--- config.mk ---
export PLATFORM = sky130hd
export DESIGN_NAME = mem_access_unit_flat
export DESIGN_NICKNAME = d
export VERILOG_FILES = /design/src/rtl/mem_access_unit_pkg.sv /design/src/rtl/mem_access_unit_if.sv /design/src/rtl/mem_lane_align.sv /design/src/rtl/mem_access_unit.sv /design/src/flat_wrapper.sv
export SDC_FILE = /design/constraint.sdc
export NUM_CORES = 1
export LEC_CHECK = 0
export BUFFER_PORTS_ARGS = -buffer_cell sky130_fd_sc_hd__buf_2
export CAP_MARGIN = 20
export CELL_PAD_IN_SITES_DETAIL_PLACEMENT = 0
export CELL_PAD_IN_SITES_GLOBAL_PLACEMENT = 1
export CORE_MARGIN = 4
export CORE_UTILIZATION = 41
export CTS_CLUSTER_SIZE = 10
export DETAILED_ROUTE_END_ITERATION = 10
export GPL_ROUTABILITY_DRIVEN = 1
export GPL_TIMING_DRIVEN = 0
export PLACE_DENSITY_LB_ADDON = 0.1
export SLEW_MARGIN = 15
export SYNTH_ARGS = -nofsm -noshare
export SYNTH_HDL_FRONTEND = slang
export SYNTH_SLANG_ARGS = --single-unit
export TNS_END_PERCENT = 10
--- constraint.sdc ---
create_clock -name clk_i -period 2.2 [get_ports clk_i]
set_input_delay 0.33 -clock clk_i [delete_from_list [all_inputs] [get_ports clk_i]]
set_output_delay 0.33 -clock clk_i [all_outputs]
set_load 0.005 [all_outputs]
--- src/rtl/mem_access_unit_pkg.sv ---
// rtl/mem_access_unit_pkg.sv - size codes, FSM state encodings and alignment helpers for mem_access_unit
package mem_access_unit_pkg;

    localparam int MAU_ADDR_WIDTH = 32;
    localparam int MAU_DATA_WIDTH = 32;

    typedef enum logic [1:0] {
        MAU_SIZE_B = 2'b00,
        MAU_SIZE_H = 2'b01,
        MAU_SIZE_W = 2'b10,
        MAU_SIZE_X = 2'b11
    } mau_size_e;

    typedef enum logic [1:0] {
        MAU_ST_IDLE = 2'd0,
        MAU_ST_ACC  = 2'd1,
        MAU_ST_WR   = 2'd2,
        MAU_ST_RESP = 2'd3
    } mau_state_e;

    function automatic logic mau_misaligned(input logic [1:0] size, input logic [1:0] addr_lo);
        case (size)
            MAU_SIZE_B: return 1'b0;
            MAU_SIZE_H: return addr_lo[0];
            MAU_SIZE_W: return (addr_lo != 2'b00);
            default:    return 1'b1;
        endcase
    endfunction

    // Clears the low address bits a size cannot use (illegal size behaves as word).
    function automatic logic [1:0] mau_align_lo(input logic [1:0] size, input logic [1:0] addr_lo);
        case (size)
            MAU_SIZE_B: return addr_lo;
            MAU_SIZE_H: return {addr_lo[1], 1'b0};
            default:    return 2'b00;
        endcase
    endfunction

endpackage

--- src/rtl/mem_access_unit_if.sv ---
// rtl/mem_access_unit_if.sv - request/response and data RAM signal bundle for mem_access_unit
interface mem_access_unit_if #(
    parameter int ADDR_WIDTH = 32,
    parameter int DATA_WIDTH = 32
);
    logic                  req_valid_i;
    logic                  req_ready_o;
    logic                  req_we_i;
    logic [1:0]            req_size_i;
    logic                  req_unsigned_i;
    logic [ADDR_WIDTH-1:0] req_addr_i;
    logic [DATA_WIDTH-1:0] req_wdata_i;
    logic                  rsp_valid_o;
    logic [DATA_WIDTH-1:0] rsp_rdata_o;
    logic                  rsp_err_o;
    logic                  ram_we_o;
    logic [ADDR_WIDTH-1:0] ram_addr_o;
    logic [DATA_WIDTH-1:0] ram_wdata_o;
    logic [DATA_WIDTH-1:0] ram_rdata_i;

    modport slave (
        input  req_valid_i, req_we_i, req_size_i, req_unsigned_i, req_addr_i, req_wdata_i,
        input  ram_rdata_i,
        output req_ready_o, rsp_valid_o, rsp_rdata_o, rsp_err_o,
        output ram_we_o, ram_addr_o, ram_wdata_o
    );

    modport master (
        output req_valid_i, req_we_i, req_size_i, req_unsigned_i, req_addr_i, req_wdata_i,
        output ram_rdata_i,
        input  req_ready_o, rsp_valid_o, rsp_rdata_o, rsp_err_o,
        input  ram_we_o, ram_addr_o, ram_wdata_o
    );
endinterface

--- src/rtl/mem_lane_align.sv ---
// rtl/mem_lane_align.sv - combinational load lane extract/extend and sub-word store merge
module mem_lane_align
    import mem_access_unit_pkg::*;
#(
    parameter int DATA_WIDTH = 32
) (
    input  logic [1:0]            i_size,
    input  logic                  i_unsigned,
    input  logic [1:0]            i_addr_lo,
    input  logic [DATA_WIDTH-1:0] i_rdata,
    input  logic [DATA_WIDTH-1:0] i_wdata,
    output logic [DATA_WIDTH-1:0] o_load_data,
    output logic [DATA_WIDTH-1:0] o_store_data
);
    logic [4:0]            w_sh_b;
    logic [4:0]            w_sh_h;
    logic [7:0]            w_byte;
    logic [15:0]           w_half;
    logic [DATA_WIDTH-1:0] w_mask;

    assign w_sh_b = {i_addr_lo, 3'b000};
    assign w_sh_h = {i_addr_lo[1], 4'b0000};
    assign w_byte = i_rdata[w_sh_b +: 8];
    assign w_half = i_rdata[w_sh_h +: 16];

    always_comb begin
        o_load_data  = i_rdata;
        o_store_data = i_wdata;
        w_mask       = '0;
        case (i_size)
            MAU_SIZE_B: begin
                o_load_data  = {{(DATA_WIDTH-8){~i_unsigned & w_byte[7]}}, w_byte};
                w_mask       = DATA_WIDTH'(8'hFF) << w_sh_b;
                o_store_data = (i_rdata & ~w_mask) | (DATA_WIDTH'(i_wdata[7:0]) << w_sh_b);
            end
            MAU_SIZE_H: begin
                o_load_data  = {{(DATA_WIDTH-16){~i_unsigned & w_half[15]}}, w_half};
                w_mask       = DATA_WIDTH'(16'hFFFF) << w_sh_h;
                o_store_data = (i_rdata & ~w_mask) | (DATA_WIDTH'(i_wdata[15:0]) << w_sh_h);
            end
            default: begin
                o_load_data  = i_rdata;
                o_store_data = i_wdata;
            end
        endcase
    end

endmodule

--- src/rtl/mem_access_unit.sv ---
// rtl/mem_access_unit.sv - MEM-stage data RAM initiator; optional MAU_MISALIGN_ERR_EN reports misaligned requests
module mem_access_unit
    import mem_access_unit_pkg::*;
#(
    parameter int ADDR_WIDTH = MAU_ADDR_WIDTH,
    parameter int DATA_WIDTH = MAU_DATA_WIDTH
) (
    input  logic             clk_i,
    input  logic             rst_i,
    mem_access_unit_if.slave bus
);
    mau_state_e            r_state;
    logic                  r_we;
    logic [1:0]            r_size;
    logic                  r_unsigned;
    logic [1:0]            r_addr_lo;
    logic [DATA_WIDTH-1:0] r_wdata;
    logic                  r_rsp_valid;
    logic                  r_rsp_err;
    logic [DATA_WIDTH-1:0] r_rsp_rdata;
    logic                  r_ram_we;
    logic [ADDR_WIDTH-1:0] r_ram_addr;
    logic [DATA_WIDTH-1:0] r_ram_wdata;

    logic                  w_accept;
    logic                  w_req_err;
    logic [1:0]            w_req_size;
    logic [ADDR_WIDTH-1:0] w_req_addr;
    logic                  w_req_word_st;
    logic [DATA_WIDTH-1:0] w_load_data;
    logic [DATA_WIDTH-1:0] w_merged;

    assign w_accept = bus.req_valid_i && (r_state == MAU_ST_IDLE);

`ifdef MAU_MISALIGN_ERR_EN
    assign w_req_err  = mau_misaligned(bus.req_size_i, bus.req_addr_i[1:0]);
    assign w_req_size = bus.req_size_i;
    assign w_req_addr = bus.req_addr_i;
`else
    assign w_req_err  = 1'b0;
    assign w_req_size = (bus.req_size_i == MAU_SIZE_X) ? MAU_SIZE_W : bus.req_size_i;
    assign w_req_addr = {bus.req_addr_i[ADDR_WIDTH-1:2],
                         mau_align_lo(bus.req_size_i, bus.req_addr_i[1:0])};
`endif

    assign w_req_word_st = bus.req_we_i && (w_req_size == MAU_SIZE_W);

    mem_lane_align #(.DATA_WIDTH(DATA_WIDTH)) u_lane_align (
        .i_size       (r_size),
        .i_unsigned   (r_unsigned),
        .i_addr_lo    (r_addr_lo),
        .i_rdata      (bus.ram_rdata_i),
        .i_wdata      (r_wdata),
        .o_load_data  (w_load_data),
        .o_store_data (w_merged)
    );

    // RAM address and word-store enable are set at accept so they are already valid in ACC.
    always_ff @(posedge clk_i or negedge rst_i) begin
        if (!rst_i) begin
            r_state     <= MAU_ST_IDLE;
            r_we        <= 1'b0;
            r_size      <= 2'b00;
            r_unsigned  <= 1'b0;
            r_addr_lo   <= 2'b00;
            r_wdata     <= '0;
            r_rsp_valid <= 1'b0;
            r_rsp_err   <= 1'b0;
            r_rsp_rdata <= '0;
            r_ram_we    <= 1'b0;
            r_ram_addr  <= '0;
            r_ram_wdata <= '0;
        end else begin
            case (r_state)
                MAU_ST_IDLE: begin
                    if (w_accept) begin
                        r_we        <= bus.req_we_i;
                        r_size      <= w_req_size;
                        r_unsigned  <= bus.req_unsigned_i;
                        r_addr_lo   <= w_req_addr[1:0];
                        r_wdata     <= bus.req_wdata_i;
                        r_rsp_rdata <= '0;
                        r_rsp_err   <= w_req_err;
                        r_ram_addr  <= {w_req_addr[ADDR_WIDTH-1:2], 2'b00};
                        r_ram_wdata <= bus.req_wdata_i;
                        if (w_req_err) begin
                            r_ram_we    <= 1'b0;
                            r_rsp_valid <= 1'b1;
                            r_state     <= MAU_ST_RESP;
                        end else begin
                            r_ram_we    <= w_req_word_st;
                            r_state     <= MAU_ST_ACC;
                        end
                    end
                end
                MAU_ST_ACC: begin
                    if (!r_we) begin
                        r_rsp_rdata <= w_load_data;
                        r_rsp_valid <= 1'b1;
                        r_state     <= MAU_ST_RESP;
                    end else if (r_size == MAU_SIZE_W) begin
                        r_ram_we    <= 1'b0;
                        r_rsp_valid <= 1'b1;
                        r_state     <= MAU_ST_RESP;
                    end else begin
                        r_ram_wdata <= w_merged;
                        r_ram_we    <= 1'b1;
                        r_state     <= MAU_ST_WR;
                    end
                end
                MAU_ST_WR: begin
                    r_ram_we    <= 1'b0;
                    r_rsp_valid <= 1'b1;
                    r_state     <= MAU_ST_RESP;
                end
                default: begin
                    r_rsp_valid <= 1'b0;
                    r_rsp_err   <= 1'b0;
                    r_rsp_rdata <= '0;
                    r_state     <= MAU_ST_IDLE;
                end
            endcase
        end
    end

    assign bus.req_ready_o = (r_state == MAU_ST_IDLE);
    assign bus.rsp_valid_o = r_rsp_valid;
    assign bus.rsp_err_o   = r_rsp_err;
    assign bus.rsp_rdata_o = r_rsp_rdata;
    assign bus.ram_we_o    = r_ram_we;
    assign bus.ram_addr_o  = r_ram_addr;
    assign bus.ram_wdata_o = r_ram_wdata;

endmodule
--- src/flat_wrapper.sv ---
// flat-port wrapper written by rule: the top's interface ports become plain ports
module mem_access_unit_flat import mem_access_unit_pkg::*;
#(
    parameter int ADDR_WIDTH = MAU_ADDR_WIDTH,
    parameter int DATA_WIDTH = MAU_DATA_WIDTH
)
  (clk_i, rst_i, bus_req_valid_i, bus_req_we_i, bus_req_size_i, bus_req_unsigned_i, bus_req_addr_i, bus_req_wdata_i, bus_ram_rdata_i, bus_req_ready_o, bus_rsp_valid_o, bus_rsp_rdata_o, bus_rsp_err_o, bus_ram_we_o, bus_ram_addr_o, bus_ram_wdata_o);
  mem_access_unit_if #(.ADDR_WIDTH(ADDR_WIDTH), .DATA_WIDTH(DATA_WIDTH)) bus_i ();
  input  logic clk_i;
  input  logic rst_i;
  input wire logic [$bits(bus_i.req_valid_i)-1:0] bus_req_valid_i;
  input wire logic [$bits(bus_i.req_we_i)-1:0] bus_req_we_i;
  input wire logic [$bits(bus_i.req_size_i)-1:0] bus_req_size_i;
  input wire logic [$bits(bus_i.req_unsigned_i)-1:0] bus_req_unsigned_i;
  input wire logic [$bits(bus_i.req_addr_i)-1:0] bus_req_addr_i;
  input wire logic [$bits(bus_i.req_wdata_i)-1:0] bus_req_wdata_i;
  input wire logic [$bits(bus_i.ram_rdata_i)-1:0] bus_ram_rdata_i;
  output wire logic [$bits(bus_i.req_ready_o)-1:0] bus_req_ready_o;
  output wire logic [$bits(bus_i.rsp_valid_o)-1:0] bus_rsp_valid_o;
  output wire logic [$bits(bus_i.rsp_rdata_o)-1:0] bus_rsp_rdata_o;
  output wire logic [$bits(bus_i.rsp_err_o)-1:0] bus_rsp_err_o;
  output wire logic [$bits(bus_i.ram_we_o)-1:0] bus_ram_we_o;
  output wire logic [$bits(bus_i.ram_addr_o)-1:0] bus_ram_addr_o;
  output wire logic [$bits(bus_i.ram_wdata_o)-1:0] bus_ram_wdata_o;
  assign bus_i.req_valid_i = bus_req_valid_i;
  assign bus_i.req_we_i = bus_req_we_i;
  assign bus_i.req_size_i = bus_req_size_i;
  assign bus_i.req_unsigned_i = bus_req_unsigned_i;
  assign bus_i.req_addr_i = bus_req_addr_i;
  assign bus_i.req_wdata_i = bus_req_wdata_i;
  assign bus_i.ram_rdata_i = bus_ram_rdata_i;
  assign bus_req_ready_o = bus_i.req_ready_o;
  assign bus_rsp_valid_o = bus_i.rsp_valid_o;
  assign bus_rsp_rdata_o = bus_i.rsp_rdata_o;
  assign bus_rsp_err_o = bus_i.rsp_err_o;
  assign bus_ram_we_o = bus_i.ram_we_o;
  assign bus_ram_addr_o = bus_i.ram_addr_o;
  assign bus_ram_wdata_o = bus_i.ram_wdata_o;
  mem_access_unit #(.ADDR_WIDTH(ADDR_WIDTH), .DATA_WIDTH(DATA_WIDTH)) u_core (.clk_i(clk_i), .rst_i(rst_i), .bus(bus_i));
endmodule
Word level (Yosys, flattened, before mapping)

Index checks and enable logic that the tools add are counted.

Bits in registers: 137
Bits in latches: 0
Memory bits (writable): 0
ROM bits: 0
Input bits: 103
Logic and storage cells: 80
Memories: 0

Add/subtract/negate cells: 0
$mul: 0
Div/mod/pow operators: 0
Magnitude comparators: 0
Equal/unequal tests: 12
Shift operators: 6
Mux-type cells: 24
Bitwise gates (word level): 12
Reductions and logical operators: 14

Operators by type and width:

| cell                    | number |
|---|---|
| $pmux W32 S2            | 3 |
| $mux W32                | 5 |
| $pmux W32 S3            | 1 |
| $and A32 B32 Y32        | 2 |
| $not A32 Y32            | 2 |
| $or A32 B32 Y32         | 2 |
| $shiftx A32 B6 Y16      | 1 |
| $shiftx A32 B6 Y8       | 1 |
| $shl A16 B5 Y32         | 1 |
| $shl A16 B5 Y32 const A | 1 |
| $shl A8 B5 Y32          | 1 |
| $shl A8 B5 Y32 const A  | 1 |
| $eq A2 B2 Y1 const B    | 4 |
| $mux W1                 | 7 |
| $eq A2 B1 Y1 const B    | 3 |
| $logic_not A2 Y1        | 3 |
| $mux W2                 | 3 |
| $pmux W1 S3             | 2 |
| $pmux W2 S3             | 1 |
| $reduce_and A2 Y1       | 3 |
| $reduce_and A3 Y1       | 2 |
| $ne A2 B1 Y1 const B    | 2 |
| $ne A2 B2 Y1 const B    | 2 |
| $not A1 Y1              | 4 |
| other kinds (9)         | 11 |

Logic depth before layout (Yosys ltp)

Gate-level depths: netlist of run 1.

Depth after elaboration: 8
Gate-level depth with buffers: 9
Gate-level depth less buffers: 6

Cells and area by module

From an unflattened synthesis of run 1, not the netlist that was laid out.

Cells, all modules: 817
Area, all modules: 7,942.6 µm²

By module, submodules not included:

| module          | instances | cells an instance | area an instance (µm²) | seq. area each (µm²) |
|---|---|---|---|---|
| mem_access_unit | 1         | 584               | 6,437.4                | 3,403.3 |
| mem_lane_align  | 1         | 233               | 1,505.2                | 0.0 |

Worst setup path before layout of run 1

OpenSTA, ideal clock, no wires.

Kind: reg2reg
Start point: register u_core.r_state[0]
End point: register u_core.r_rsp_rdata[27], in the netlist u_core.bus.rsp_rdata_o[27]
Library setup time: 0.126 ns
Arrival: 1.724 ns
Path slack: 0.350 ns
Cell stages (with the launch flop): 8
Cell sequence: dfrtp_1 inv_1 ha_1 buf_2 nor2b_4 a211o_1 buf_2 a221o_1

Cells in the longest elaborated chain, start to end: 4
Elaborated cells between the ends (all ways): 9
Classes of those cells: eq/ne: 4; mux: 1; bitwise: 1; reduce/logical: 3

Ends and longest elaborated chain:

| element                     | line                  | RTL |
|---|---|---|
| from (decl)                 | mem_access_unit.sv:12 | `mau_state_e r_state;` |
| from (signal assigned)      | mem_access_unit.sv:61 | `r_state <= MAU_ST_IDLE;` |
| from (signal assigned)      | mem_access_unit.sv:89 | `r_state <= MAU_ST_RESP;` |
| from (signal assigned)      | mem_access_unit.sv:92 | `r_state <= MAU_ST_ACC;` |
| $logic_not A2 Y1 *          | --                    |  |
| via bus_req_ready_o         | flat_wrapper.sv:18    | `output wire logic [$bits(bus_i.req_ready_o)-1:0] bus_req_ready_o;` |
| $logic_and A1 B1 Y1         | mem_access_unit.sv:33 | `assign w_accept = bus.req_valid_i && (r_state == MAU_ST_IDLE);` |
| $ne A2 B1 Y1 (no line)      | --                    |  |
| $reduce_and A3 Y1 (no line) | --                    |  |
| to (signal assigned)        | mem_access_unit.sv:98 | `r_rsp_rdata <= w_load_data;` |
| to (decl)                   | mem_access_unit.sv:20 | `logic [DATA_WIDTH-1:0] r_rsp_rdata;` |

Mark *: on every way through the listed nets, which the timed path passes. The rest lies on a longest branch.
A chain may end at the register's enable or synchronous reset.

Final worst setup path of run 1

Start point: register u_core.r_state[0]
End point: register u_core.r_rsp_rdata[29], in the netlist u_core.bus.rsp_rdata_o[29]

Cells in the longest elaborated chain, start to end: 4
Elaborated cells between the ends (all ways): 9
Classes of those cells: eq/ne: 4; mux: 1; bitwise: 1; reduce/logical: 3

Ends and longest elaborated chain:

| element                     | line |
|---|---|
| $logic_not A2 Y1            | mem_access_unit.sv:33, mem_access_unit.sv:74 |
| $logic_and A1 B1 Y1         | mem_access_unit.sv:33 |
| $ne A2 B1 Y1 (no line)      | -- |
| $reduce_and A3 Y1 (no line) | -- |

Several ways; a longest one is shown, not always the timed one.

==> impl_metrics.tcl, run 1 <==
set metrics [dict create \
    p_leak_nw 4.301 \
    slowest_delay_ns 0.42 \
    cp.arrival_ns 2.52 \
    power.density_nw_per_um2 1543 \
    ff2ff_setup_slack_ns 0.03 \
    rows 48 \
    fp.dieW_um 140.8 \
    drt_pass1_iterations 5 \
    ys_seq_elements 136 \
    critical_path_class "flop to flop" \
    slowest_stage "dfrtp_1" \
    wl_mm 23.70 \
    grt_overflow 0 \
    syn_to_final_growth_pct 26.28 \
    finClkSkew_ns 0.01062 \
    cts_max_path_buffers 2 \
    post-synth-top-count-cell "dfrtp_1" \
    finalCoreUtilization 0.5279 \
    hold_viol 0 \
    status "complete, no violations" \
    period_minus_slack_ns 2.166 \
    fin_nets 982 \
    postSynthAreaPerCell_um2 11.09 \
    drive_above_1_share 0.4070 \
    clock_sinks 136 \
    path_max_fanout 10 \
    pin_count 203 \
    clk_pin_slew_ns 0.06 \
    worstPathRequired_ns 2.56 \
    slew_headroom 0.6205 \
    grtUsageTotal 0.2388 \
    ant_nets 0 \
    fin_ws_ns 0.03399 \
    rsz0062_at_grt "yes" \
    routedWlPerCell_um 21.32 \
    clk_latency_ns 0.43 \
    root_buffer "clkbuf_16" \
    end_kind "flop" \
    dieArea_um2 19820 \
    synth_top_area_share 0.4707 \
    yosys_most_used_dff "dfrtp_1" \
    finalMaxSlewViolations 0 \
    hpwl_mm 18.27 \
    num_vias 6377 \
    finalPower_mw 14.09 \
    setup_tns_ns 0 \
    drt_iter0_drc 449 \
    peakVddDrop_uv 705.2 \
    grt_max_degree 86 \
    crit_chain "inv_1, ha_1, buf_2, nand2b_1, nand3b_1, nor2_2, buf_2, a221o_1" \
    grt_pass1_wl_mm 36.84 \
    ys_types 55 \
    cts_setup_buffers 0 \
    async_reset_ff_frac 1.000 \
    critPathMostFrequentCell "buf_2" \
    critPathLaunchType "flop" \
    synth_area_leader_cell "dfrtp_1" \
    antenna_cells 0 \
    grt_pass1_vias 6594 \
    ys_seq_area_frac 0.4707 \
    ys_warn_count 0 \
    via_per_inst 5.735 \
    numCtsBuffers 17 \
    synth.area.top_cells "dfrtp_1, mux2_2, mux2i_1" \
    drc_errors 0 \
    synth_edf_count 0 \
    syn_area_um2 7231 \
    fillCellCount 1654 \
    worst_pin_slew_ns 0.5693 \
    max_freq_mhz 461.7 \
    hp-class "primary input to flop" \
    antenna_found_initial 0 \
    dpl_worst_slack_ns -0.1965 \
    period_share 0.9846 \
    path_buf_inv 3 \
    gp_congestion 0.8540 \
    netlist_top_cells_count "dfrtp_1, mux2_2, nor2_1" \
    port_buffers 199 \
    core_um2 17300 \
    drv_cap 0 \
    start_util 0.4180 \
    cts_tree "built" \
    finalSetupViolCount 0 \
    htreeDepth 4 \
    cp_top_family "simple AND/OR/NAND/NOR gates" \
    die_h_um 140.8 \
    synthCells 652 \
]
-- area by class of cell --
class / count / area (um^2) / share of cell area
repair buffers: 201 / 1040 / 0.1139
well taps: 225 / 281.5 / 0.03083
plain buffers: 62 / 361.6 / 0.03960
multi-input cells: 451 / 3467 / 0.3797
flip-flops and latches: 136 / 3403 / 0.3727
inverters: 5 / 18.77 / 0.002055
clock buffers: 21 / 470.5 / 0.05152
clock inverters: 11 / 88.84 / 0.009729
-- metal layers --
layer	up-vias	track usage	wire (um)
li1	2932	-	-
met1	3122	0.3252	10190
met2	279	0.3788	11150
met3	44	0.05020	1759
met4	0	0.08465	610
met5	-	0	0
-- cells in the final DEF (no fill, tap or decap), types with 11 or more instances in the layout --
master	n
clkbuf_1	17
a32oi_1	15
o211ai_1	24
nor3_1	28
a21oi_1	34
a221o_1	16
nor2_1	39
a22o_1	32
clkbuf_16	17
buf_2	222
mux2i_1	31
dfrtp_1	136
a31oi_1	11
mux2_2	66
nand2_1	29
-- through the flow --
stage	instances	hold slack, ns	instance area (um^2)
after floorplan	654	0.03441	7238
after global placement	1078	0.4648	8516
after detailed placement	1079	0.3141	8549
after CTS	1112	0.1184	9121
after global routing	1112	0.1132	9131
final	1112	0.1263	9131
-- logic make-up (layout without fill, tap and decap cells) --
| group | count (synthesis) | count (layout) | share of synthesized area |
|---|---|---|---|
| AO/OA/AOI/OAI | 198 | 198 | 0.2054 |
| AND/OR/NAND/NOR | 137 | 137 | 0.09742 |
| adder cells (fa/ha/maj) | 5 | 5 | 0.008652 |
| buffers and inverters | 67 | 300 | 0.05191 |
| flip-flops | 136 | 136 | 0.4707 |
| multiplexers | 108 | 108 | 0.1654 |
| other | 1 | 3 | 0.0005186 |
-- what timing repair did --
| item | CTS | global route |
|---|---|---|
| hold endpoints to repair | 51 | 0 |
| endpoints found under the setup margin | 20 | 38 |
| hold buffers | 1 | 0 |
| gates cloned | 0 | 0 |
| resized for setup | 2 | 4 |
-- power breakdown --
part           switching [mW]  internal [mW]  total [mW]
sequential              0.971           3.73        4.70
combinational            3.61           3.09        6.70
clock                    1.14           1.55        2.69
-- sequential cells by signal (all words and copies together) (netlist names) --
register,count
u_core.r_addr_lo,2
u_core.r_state,2
u_core.bus.ram_we_o,1
u_core.bus.ram_addr_o,30
u_core.bus.rsp_valid_o,1
u_core.r_we,1
u_core.bus.rsp_rdata_o,32
u_core.r_wdata,32
u_core.bus.ram_wdata_o,32
u_core.r_size,2
u_core.r_unsigned,1
-- path summary, 6_finish.rpt --
| path | start | to | cells after the start |
|---|---|---|---|
| max reg2reg | u_core.r_state[0] | u_core.bus.rsp_rdata_o[29] | 8 |
| min in group asynchronous | rst_i | u_core.bus.rsp_rdata_o[5] | 2 |
| min reg2reg | u_core.bus.rsp_rdata_o[6] | u_core.bus.rsp_rdata_o[6] | 2 |
| min | bus_req_addr_i[17] | u_core.bus.ram_addr_o[17] | 2 |
| max in group asynchronous | rst_i | u_core.r_wdata[0] | 3 |
| max | u_core.r_state[0] | u_core.bus.rsp_rdata_o[29] | 8 |
Note: power is estimated with default switching activity, not from simulation.
==> run 2, diff against run 1 <==
--- a/config.mk
+++ b/config.mk
@@ -14,7 +14,6 @@
 export CTS_CLUSTER_SIZE = 10
 export DETAILED_ROUTE_END_ITERATION = 10
 export GPL_ROUTABILITY_DRIVEN = 1
-export GPL_TIMING_DRIVEN = 0
 export PLACE_DENSITY_LB_ADDON = 0.1
 export SLEW_MARGIN = 15
 export SYNTH_ARGS = -nofsm -noshare
==> run 2 against run 1 <==
Global-route usage down 0.67 points. Critical path depth fell by 4. Clock skew decreased by 0.00091 ns. Total power shrank 1.2%. Hold slack better by 0.0095 ns. Sequential share of layout area up 0.40 points. Final area shrank 1.1%. First-iteration DRC count rose by 1.8%. Register-to-register slack improved by 0.16 ns. Setup slack gained 0.16 ns. Cell count fell by 3.1%. Critical path type unchanged.
==> impl_metrics.tcl, run 2 (same netlist as run 1, synthesis figures left out) <==
set metrics [dict create \
    drt_pass1_iterations 5 \
    hold_path_end "u_core.bus.ram_addr_o[20]" \
    finalPower_mw 13.92 \
    critPathLaunch "u_core.r_size[1]" \
    numCtsBuffers 17 \
    clock_sinks 136 \
    multi_input_area_um2 3478 \
    hp-class "primary input to flop" \
    start_util 0.4180 \
    grt_pass1_wl_mm 36.31 \
    fin_nets 947 \
    finalCoreUtilization 0.5223 \
    r2r_cells 4 \
    hp-start "bus_req_addr_i[20]" \
    r2r-end "u_core.bus.ram_wdata_o[15]" \
    critPathLaunchType "flop" \
    worst_pin_slew_ns 0.8020 \
    end_kind "flop" \
    core_um2 17300 \
    peakVddDrop_uv 720.3 \
    die_h_um 140.8 \
    cts_tree "built" \
    pin_count 203 \
    ant_nets 0 \
    gp_congestion 0.8483 \
    final_cell_mix "buf_2, dfrtp_1, mux2_2" \
    slew_headroom 0.4653 \
    antenna_cells 0 \
    via_per_inst 5.851 \
    drive_above_1_share 0.4049 \
    period_minus_slack_ns 2.009 \
    fp.dieW_um 140.8 \
    p_leak_nw 4.237 \
    routedWlPerCell_um 21.22 \
    port_buffers 199 \
    period_share 0.9130 \
    hpwl_mm 17.00 \
    hold_viol 0 \
    max_freq_mhz 497.9 \
    rsz0062_at_grt "no" \
    seqCellArea_um2 3403 \
    clk_latency_ns 0.42 \
    grt_pass1_vias 6423 \
    grtUsageTotal 0.2321 \
    status "complete, no violations" \
    clk_pin_slew_ns 0.06 \
    antenna_found_initial 1 \
    grt_overflow 0 \
    power.density_nw_per_um2 1541 \
    rows 48 \
    grt_max_degree 54 \
    syn_to_final_growth_pct 24.94 \
    setup_tns_ns 0 \
    finClkSkew_ns 0.009713 \
    fin_ws_ns 0.1915 \
    worstPathRequired_ns 2.56 \
    htreeDepth 4 \
    cts_max_path_buffers 2 \
    cp.arrival_ns 2.37 \
    dpl_worst_slack_ns 0.09738 \
    wl_mm 22.85 \
    ff2ff_setup_slack_ns 0.19 \
    fillCellCount 1630 \
    drt_iter0_drc 457 \
    drv_cap 0 \
    path_max_fanout 22 \
    critical_path_class "flop to flop" \
    drc_errors 0 \
    mostFrequentLayoutCell "buf_2" \
    finalSetupViolCount 0 \
    dieArea_um2 19820 \
    finalMaxSlewViolations 0 \
    rr_startpoint "u_core.r_size[1]" \
    hold_depth 2 \
    root_buffer "clkbuf_16" \
    num_vias 6302 \
]
[run 2: worst max-delay path by stage]
stage / endpoint / slack [ns] / depth (start not counted)
global route: u_core.bus.rsp_rdata_o[13] / 0.09 / 6
global placement: u_core.bus.rsp_rdata_o[17] / 0.24 / 6
floorplan: u_core.bus.rsp_rdata_o[27] / 0.35 / 7
detailed placement: u_core.bus.rsp_rdata_o[17] / 0.1 / 6
finish: u_core.bus.ram_wdata_o[15] / 0.19 / 4
CTS: u_core.bus.rsp_rdata_o[24] / 0.08 / 6
[run 2: critical path, cell delays in order, from the launching register on]
cell and delay [ns]:
dfrtp_1 0.56, and2b_1 0.81, a32oi_1 0.20, o211ai_1 0.19, a22o_1 0.18
[run 2: area by class of cell]
type / count / area share
clock buffers: 18 / 0.04751
clock inverters: 14 / 0.01385
well taps: 225 / 0.03116
inverters: 5 / 0.002078
flip-flops and latches: 136 / 0.3767
repair buffers: 228 / 0.1436
multi-input cells: 451 / 0.3850
[run 2: power by group]
group | internal, mW | leakage [nW] | switching [mW]
Clock | 1.56 | 0.267 | 1.14
Sequential | 3.73 | 1.68 | 1.04
Combinational | 3.05 | 2.29 | 3.41
[run 2: metal layers]
metal,global-route usage,vias up,wire [um]
met3,0.04919,39,1690
met4,0.07394,2,456
met2,0.3758,289,10820
met1,0.3129,3110,9872
li1,-,2862,-
met5,0,-,7
[run 2: what timing repair did]
item | CTS | global route
endpoints found under the setup margin | 0 | 17
hold buffers | 1 | 0
buffers inserted | 0 | 1
gates resized for setup | 0 | 2
endpoints found under the hold margin | 33 | 0
[run 2: stage by stage]
step,hold slack [ns],cell area [um^2],instances
final,0.1358,9034,1077
after global routing,0.1211,9034,1077
after CTS,0.1183,9002,1076
after detailed placement,0.2545,8438,1043
after global placement,0.2513,8438,1043
after floorplan,0.03441,7238,654
==> run 3, diff against run 2 <==
==> constraint.sdc (replaced) <==
create_clock -name clk_i -period 2.2 [get_ports clk_i]
set_input_delay 0.22 -clock clk_i [delete_from_list [all_inputs] [get_ports clk_i]]
set_output_delay 0.22 -clock clk_i [all_outputs]
set_load 0.005 [all_outputs]
==> run 3 against run 2 <==
Register-to-register slack got worse by 0.02 ns. Largest power group unchanged. Largest cell class unchanged. Critical endpoint is now u_core.bus.ram_wdata_o[2]. Global-route usage down 0.13 points. Critical path type unchanged. Clock-buffer cell count did not move. Sequential share of layout area fell by 0.21 points. Hold slack got worse by 0.11 ns. First-iteration DRC count fell by 12%. Setup slack got worse by 0.021 ns. Die area did not move. Combinational power about the same. Sequential cell count did not move.
==> impl_metrics.tcl, run 3 (same netlist as run 1, synthesis figures left out) <==
set metrics [dict create \
    grt_pass1_vias 6482 \
    core_um2 17300 \
    finalMaxSlewViolations 0 \
    dpl_worst_slack_ns 0.05924 \
    fin_ws_ns 0.1700 \
    ant_nets 0 \
    port_buffers 199 \
    die_h_um 140.8 \
    cp.arrival_ns 2.39 \
    power_switching_mw 5.594 \
    fp.dieW_um 140.8 \
    clock_sinks 136 \
    hold_viol 0 \
    htreeDepth 4 \
    syn_to_final_growth_pct 25.64 \
    slew_headroom 0.4724 \
    pwr-share-seq 0.336 \
    fin_nets 949 \
    setup_tns_ns 0 \
    peakVddDrop_uv 745.2 \
    antenna_cells 0 \
    final_cell_mix "buf_2, dfrtp_1, mux2_2" \
    p_leak_nw 4.270 \
    period_minus_slack_ns 2.030 \
    drt_pass1_iterations 5 \
    p_sw_frac 0.3945 \
    rsz0062_at_grt "no" \
    status "complete, no violations" \
    drv_cap 0 \
    pin_count 203 \
    grt_overflow 0 \
    pwr-share-clk 0.208 \
    hpwl_mm 17.01 \
    wl_mm 22.87 \
    via_per_inst 5.769 \
    rows 48 \
    hp-class "primary input to flop" \
    finalSetupViolCount 0 \
    slowest_stage "and2b_1" \
    crit_chain "and2b_1, a32oi_1, o211ai_1, a22o_1" \
    drive_above_1_share 0.4063 \
    p_int_mw 8.584 \
    drt_iter0_drc 403 \
    root_buffer "clkbuf_16" \
    clk_pin_slew_ns 0.06 \
    num_vias 6225 \
    worstPathRequired_ns 2.56 \
    cts_tree "built" \
    dieArea_um2 19820 \
    path_max_fanout 22 \
    routedWlPerCell_um 21.20 \
    drc_errors 0 \
    max_freq_mhz 492.6 \
    grt_pass1_wl_mm 36.11 \
    mostFrequentLayoutCell "buf_2" \
    critPathLaunchType "flop" \
    slowest_delay_ns 0.80 \
    p_comb_frac 0.456 \
    grt_max_degree 55 \
    start_util 0.4180 \
    finClkSkew_ns 0.008366 \
    antenna_found_initial 0 \
    critical_path_class "flop to flop" \
    cp_top_family "simple AND/OR/NAND/NOR gates" \
    worst_pin_slew_ns 0.7914 \
    path_buf_inv 0 \
    period_share 0.9227 \
    cts_max_path_buffers 2 \
    gp_congestion 0.8403 \
    numCtsBuffers 17 \
    clk_latency_ns 0.42 \
    power.density_nw_per_um2 1561 \
    grtUsageTotal 0.2307 \
    end_kind "flop" \
]
run 3: changes by cell type in the layout (fill, tap and decap cells not counted), sizes merged:
cell      before  now
bufinv         1    3
clkinvlp       3    1
buf          227  229
inv            9    8
clkinv         6    7
run 3: area by class of cell:
type	count	area (um^2)
clock buffers	18	429.2
well taps	225	281.5
multi-input cells	451	3478
fillers	1592	8212
repair buffers	230	1300
flip-flops and latches	136	3403
clock inverters	14	173.9
inverters	5	18.77
run 3: timing repair:
action                                  4_1_cts  5_1_grt
hold buffers                                  1        0
setup buffers                                 0        1
resized for setup                             0        2
hold endpoints to repair                     51        0
endpoints found under the setup margin        0       17
run 3: layer usage:
metal  share of wire  track usage
met4           0.021      0.07700
met3           0.058      0.04512
met1            0.45       0.3171
met2            0.47       0.3677
met5               0            0
run 3: worst paths after layout:
check / startpoint / to / slack (ns) / depth (start not counted)
max in group asynchronous: rst_i / u_core.bus.ram_we_o / 1.20 / 3
worst min-delay path: bus_req_addr_i[21] / u_core.bus.ram_addr_o[21] / 0.03 / 2
worst max-delay path: u_core.r_size[1] / u_core.bus.ram_wdata_o[2] / 0.17 / 4
min in group asynchronous: rst_i / u_core.bus.rsp_rdata_o[3] / 0.34 / 2
worst max register to register: u_core.r_size[1] / u_core.bus.ram_wdata_o[2] / 0.17 / 4
worst min register to register: u_core.bus.rsp_rdata_o[4] / u_core.bus.rsp_rdata_o[4] / 0.48 / 2
run 3: power by group through the flow:
stage | sequential (mW) | combinational [mW] | clock (mW)
after global placement | 4.75 | 6.29 | 0
after global routing | 4.91 | 7.07 | 3.12
after detailed placement | 4.78 | 6.48 | 0
final | 4.77 | 6.46 | 2.95
after floorplan | 4.51 | 4.33 | 0
after CTS | 4.76 | 6.50 | 2.99
run 3: per-stage QoR:
step / hold WS (ns) / util / power (mW) / cells / cell area, um^2
floorplan: -0.07559 / - / 8.835 / 654 / 7238
global placement: 0.2132 / 0.4880 / 11.03 / 1045 / 8441
detailed placement: 0.2197 / 0.4880 / 11.26 / 1045 / 8441
CTS: 0.01203 / 0.5234 / 14.25 / 1078 / 9054
global route: 0.008738 / 0.5252 / 15.10 / 1079 / 9085
finish: 0.02515 / 0.5252 / 14.18 / 1079 / 9085
